File: src/rtl/rv32i_types.sv
// Shared RV32I definitions: opcodes and the branch-predictor counter type.
package rv32i_types;

  localparam logic [6:0] br_opcode   = 7'b1100011;
  localparam logic [6:0] jal_opcode  = 7'b1101111;
  localparam logic [6:0] jalr_opcode = 7'b1100111;

  typedef logic [1:0] bp_ctr_t;

  localparam bp_ctr_t BP_CTR_INIT = 2'b01;
  localparam bp_ctr_t BP_CTR_MAX  = 2'b11;
  localparam bp_ctr_t BP_CTR_MIN  = 2'b00;

  // Saturating 2-bit counter step toward the resolved direction.
  function automatic bp_ctr_t bp_ctr_update(input bp_ctr_t ctr, input logic taken);
    bp_ctr_t res;
    res = ctr;
    if (taken) begin
      if (ctr != BP_CTR_MAX) res = ctr + 2'd1;
    end else begin
      if (ctr != BP_CTR_MIN) res = ctr - 2'd1;
    end
    return res;
  endfunction

endpackage

File: src/rtl/gshare_pht.sv
// Pattern history table: 2**GHR_BITS saturating 2-bit counters,
// one combinational read port and one synchronous update port.
module gshare_pht
  import rv32i_types::*;
#(
  parameter int GHR_BITS = 8
) (
  input  logic                clk,
  input  logic                rst_n,
  input  logic [GHR_BITS-1:0] rd_idx,
  output bp_ctr_t             rd_ctr,
  input  logic                upd_en,
  input  logic [GHR_BITS-1:0] upd_idx,
  input  logic                upd_taken
);

  localparam int ENTRIES = 2 ** GHR_BITS;

  bp_ctr_t pht_reg [ENTRIES];
  bp_ctr_t upd_next;

  // Read returns the stored value; a same-cycle update is not bypassed.
  assign rd_ctr = pht_reg[rd_idx];

  always_comb begin
    upd_next = bp_ctr_update(pht_reg[upd_idx], upd_taken);
  end

  always_ff @(posedge clk or negedge rst_n) begin
    if (!rst_n) begin
      for (int i = 0; i < ENTRIES; i++) pht_reg[i] <= BP_CTR_INIT;
    end else if (upd_en) begin
      pht_reg[upd_idx] <= upd_next;
    end
  end

endmodule

File: src/rtl/gshare_predictor.sv
// Gshare direction predictor: PC^GHR indexed PHT lookup at fetch,
// training and committed-history update at ROB commit, plus perf counters.
module gshare_predictor
  import rv32i_types::*;
#(
  parameter int GHR_BITS  = 8,
  parameter int PERF_BITS = 32
) (
  input  logic                 clk,
  input  logic                 rst_n,
  input  logic [31:0]          fetch_pc,
  output logic                 gshare_take,
  output logic [GHR_BITS-1:0]  fetch_pht_idx,
  input  logic                 rob_pop,
  input  logic [6:0]           commit_opcode,
  input  logic                 take_branch,
  input  logic [GHR_BITS-1:0]  commit_pht_idx,
  input  logic                 commit_mispredict,
  output logic [GHR_BITS-1:0]  ghr,
  output logic [PERF_BITS-1:0] br_commit_cnt,
  output logic [PERF_BITS-1:0] br_mispred_cnt
);

  logic [GHR_BITS-1:0]  ghr_reg;
  logic [PERF_BITS-1:0] commit_cnt_reg;
  logic [PERF_BITS-1:0] mispred_cnt_reg;
  logic                 br_commit;
  bp_ctr_t              lookup_ctr;
  logic                 pc_unused;

  assign pc_unused     = ^{fetch_pc[31:GHR_BITS+2], fetch_pc[1:0]};
  assign fetch_pht_idx = fetch_pc[GHR_BITS+1:2] ^ ghr_reg;
  assign gshare_take   = lookup_ctr[1];
  assign br_commit     = rob_pop && (commit_opcode == br_opcode);

  gshare_pht #(
    .GHR_BITS(GHR_BITS)
  ) u_pht (
    .clk      (clk),
    .rst_n    (rst_n),
    .rd_idx   (fetch_pht_idx),
    .rd_ctr   (lookup_ctr),
    .upd_en   (br_commit),
    .upd_idx  (commit_pht_idx),
    .upd_taken(take_branch)
  );

  // History holds only committed outcomes, newest in bit 0.
  always_ff @(posedge clk or negedge rst_n) begin
    if (!rst_n) begin
      ghr_reg <= '0;
    end else if (br_commit) begin
      ghr_reg <= {ghr_reg[GHR_BITS-2:0], take_branch};
    end
  end

  // Perf counters stick at all-ones instead of wrapping.
  always_ff @(posedge clk or negedge rst_n) begin
    if (!rst_n) begin
      commit_cnt_reg  <= '0;
      mispred_cnt_reg <= '0;
    end else if (br_commit) begin
      if (!(&commit_cnt_reg)) commit_cnt_reg <= commit_cnt_reg + 1'b1;
      if (commit_mispredict && !(&mispred_cnt_reg)) mispred_cnt_reg <= mispred_cnt_reg + 1'b1;
    end
  end

  assign ghr            = ghr_reg;
  assign br_commit_cnt  = commit_cnt_reg;
  assign br_mispred_cnt = mispred_cnt_reg;

endmodule

File: config.mk
export PLATFORM = sky130hd
export DESIGN_NAME = gshare_predictor
export DESIGN_NICKNAME = d
export VERILOG_FILES = /design/src/rtl/rv32i_types.sv /design/src/rtl/gshare_pht.sv /design/src/rtl/gshare_predictor.sv
export SDC_FILE = /design/constraint.sdc
export NUM_CORES = 1
export LEC_CHECK = 0
export BUFFER_PORTS_ARGS = -buffer_cell sky130_fd_sc_hd__buf_2
export CORE_MARGIN = 3
export CORE_UTILIZATION = 60
export DETAILED_ROUTE_END_ITERATION = 10
export PLACE_DENSITY = 0.81
export SLEW_MARGIN = 20
export SYNTH_ARGS = -nofsm -noshare
export SYNTH_HDL_FRONTEND = slang
export SYNTH_HIERARCHICAL = 1
export SYNTH_SLANG_ARGS = --single-unit
export TNS_END_PERCENT = 100
File: constraint.sdc
create_clock -name clk -period 5.1 [get_ports clk]
set_clock_uncertainty 0.1 [all_clocks]
set_input_delay 0.51 -clock clk [delete_from_list [all_inputs] [get_ports clk]]
set_output_delay 0.51 -clock clk [all_outputs]
set_load 0.02 [all_outputs]
==> results by group <==
Critical path
  – CP cell instances: xor2_4 -> buf_4 -> mux4_2 -> mux4_2 -> mux4_2 -> mux4_2 -> buf_2
  – CP max FO: 12
  – Crit path from: ghr[1]
  – Crit path launch type: flop
  – R2r worst-path depth: 9
  – Slowest cell on crit path: xor2_4
  – R2r startpoint: u_pht/pht_reg[508]
  – Crit-path max cell delay: 0.60 ns
  – Crit path to: gshare_take
  – Worst EP arrival: 4.28 ns
  – Crit Path Category: flop to output port
  – CP endpoint kind: output port
  – Most frequent CP cell: mux4_2
  – CP Data Required Time: 4.49 ns
  – FF-to-FF setup slack: 1.39 ns
  – RR Endpoint: u_pht/pht_reg[368]

Cells and area
  – Max reg flops: 512
  – Layout net count: 2858
  – Layout cells sized above 1: 0.344
  – Area Growth Syn to Fin: 9.86%

Clocking
  – Clock sink count: 584
  – Total CTS buffers: between 50 and 60
  – CTS resizes: 0
  – CTS H-tree lvls: 2
  – Clock Latency Late Sink: 0.65 ns
  – Worst-case clock buffer depth: 3
  – CTS tree: yes
  – Clock-pin slew on the worst setup and hold paths: approximately 0.060 ns
  – Root Buffer: clkbuf_16

STA
  – Final min period: 4.89 ns
  – Final hold slack: about 0.15 ns
  – Period utilisation layout: 0.960
  – Final Hold Viols: 0
  – RSZ-0062 raised after global routing: false
  – Slew Limit Fails: 0
  – Slew HR: 0.225
  – Final setup fails: 0
  – Peak Freq: just over 200 MHz
  – Least-Margin Pin Slew: 1.16 ns
  – Sum Neg Setup Slack: 0 ns

Run
  – Max cap viols: 0

Floorplan
  – I/O Pins: 133
  – Die H: 233 µm
  – Starting Density: 0.611
  – Core Footprint: 50500 µm²
  – Die area: between 50000 and 60000 µm²
  – Site Rows: 82
  – Die width: 233 µm

Drt
  – Final WL: 86.8 mm
  – Remaining antenna violation count: 0
  – Vias: 23.7k
  – Detailed Routing Iterations Pass 1: 6
  – DR vias/cell: 6.71
  – WL/cell: 24.6 µm
  – DR DRC count: 0
  – Initial DRC count: 2863

Pwr
  – Leakage: 13.2 nW
  – Worst vdd ir: 307 µV
  – PD cells: 291 nW/µm²

Synth
  – Ys Warns: 6
  – Syn Area/Cell: 11.1 µm²
  – Syn Inst Count: 2768
  – Syn_nets: ~2.8k
  – Mapped Area: approximately 30000 µm²

Placed design
  – Detailed Place HPWL: about 54 mm
  – Gp weighted congestion: roughly 0.89
  – Number of buffers added on ports: 108

Global routing
  – Gr ovfl total: 0
  – Antenna violations before repair: 3
  – Largest net degree at the start of global routing: 179
  – GRT Total Usage: 0.324
  – First-pass GRT wire length: 135 mm
  – Vias in the first global route: between 20k and 25k

Status
  – Status: completed

Hold path
  – HP Class: input pin to flop
critical path: cells and delay by family (launching register included):
| kind | cells | cell delay [ns] |
|---|---|---|
| flops | 1 | 0.52 |
| xor+xnor | 1 | 0.60 |
| buf+inv | 2 | 0.58 |
| mux | 4 | 1.92 |
layer usage:
metal,track usage,share of wire,up-vias
met5,0,0.00031,-
met4,0.166,0.057,4
met3,0.0897,0.12,343
met2,0.494,0.45,1403
met1,0.428,0.37,11800
li1,-,-,10200
cells in the final DEF (no fill, tap or decap), types with 5 or more instances in the layout:
master and n:
nand4_1 32, clkbuf_8 16, buf_4 57, a21oi_1 24, o31ai_1 257, mux2i_1 45, xnor2_1 43, nand2_1 834
buf_2 105, a2111oi_0 5, nor2_1 35, nor4_1 5, dfrtp_1 328, mux4_2 194, o21ai_1 30, buf_12 23
nor3_1 18, inv_1 6, and3_1 13, xor2_1 21, dfstp_2 256, o21ai_2 210, a31oi_1 5, clkinv_2 5
clkbuf_16 61, nand3_1 33, a22oi_1 49, nand2b_1 5, nor2_2 18, clkbuf_1 25, o21ai_0 17
through the flow:
step / power, mW / std cells / area, µm² / utilization / setup WS (ns)
2_1_floorplan: 5.24 / 2768 / 30900 / - / 0.965
3_3_place_gp: 5.49 / 3414 / 31900 / 0.632 / 0.599
3_5_place_dp: 5.50 / 3414 / 31900 / 0.632 / 0.540
4_1_cts: 9.92 / 3526 / 33900 / 0.671 / 0.265
5_1_grt: 10.2 / 3526 / 33900 / 0.672 / 0.197
6_report: 9.88 / 3527 / 33900 / 0.672 / 0.207
worst min-delay path by stage:
stage                     slack, ns  cells after the start                 end               start
final                          0.15                      3              ghr[0]         take_branch
after global routing           0.15                      3              ghr[0]         take_branch
after CTS                      0.11                      3              ghr[0]         take_branch
after detailed placement       0.36                      2  u_pht/pht_reg[474]  u_pht/pht_reg[474]
after global placement         0.36                      2  u_pht/pht_reg[436]  u_pht/pht_reg[436]
after floorplan                0.11                      0    br_commit_cnt[0]               rst_n
final cells by class:
type	instances	area [µm²]
sequential	584	14900
clock buffer	102	1840
multi-input combinational	1964	14700
fill	3545	16600
tap	672	841
clock inverter	9	135
antenna	1	2.50
inverter	7	26.3
timing repair buffer	188	1450
power breakdown:
part,leakage (nW),internal [mW],total [mW],switching [mW]
Combinational,5.00,0.202,0.779,0.576
Sequential,7.21,4.65,4.66,0.00625
Clock,0.968,2.59,4.44,1.86
Total,13.2,7.44,9.88,2.44
timing repair:
| action | 4_1_cts | 5_1_grt |
|---|---|---|
| buffers inserted | 0 | 0 |
| hold buffers | 1 | 0 |
| endpoints found under the hold margin | 55 | 0 |
No activity file was read; power rests on OpenSTA's default activity.
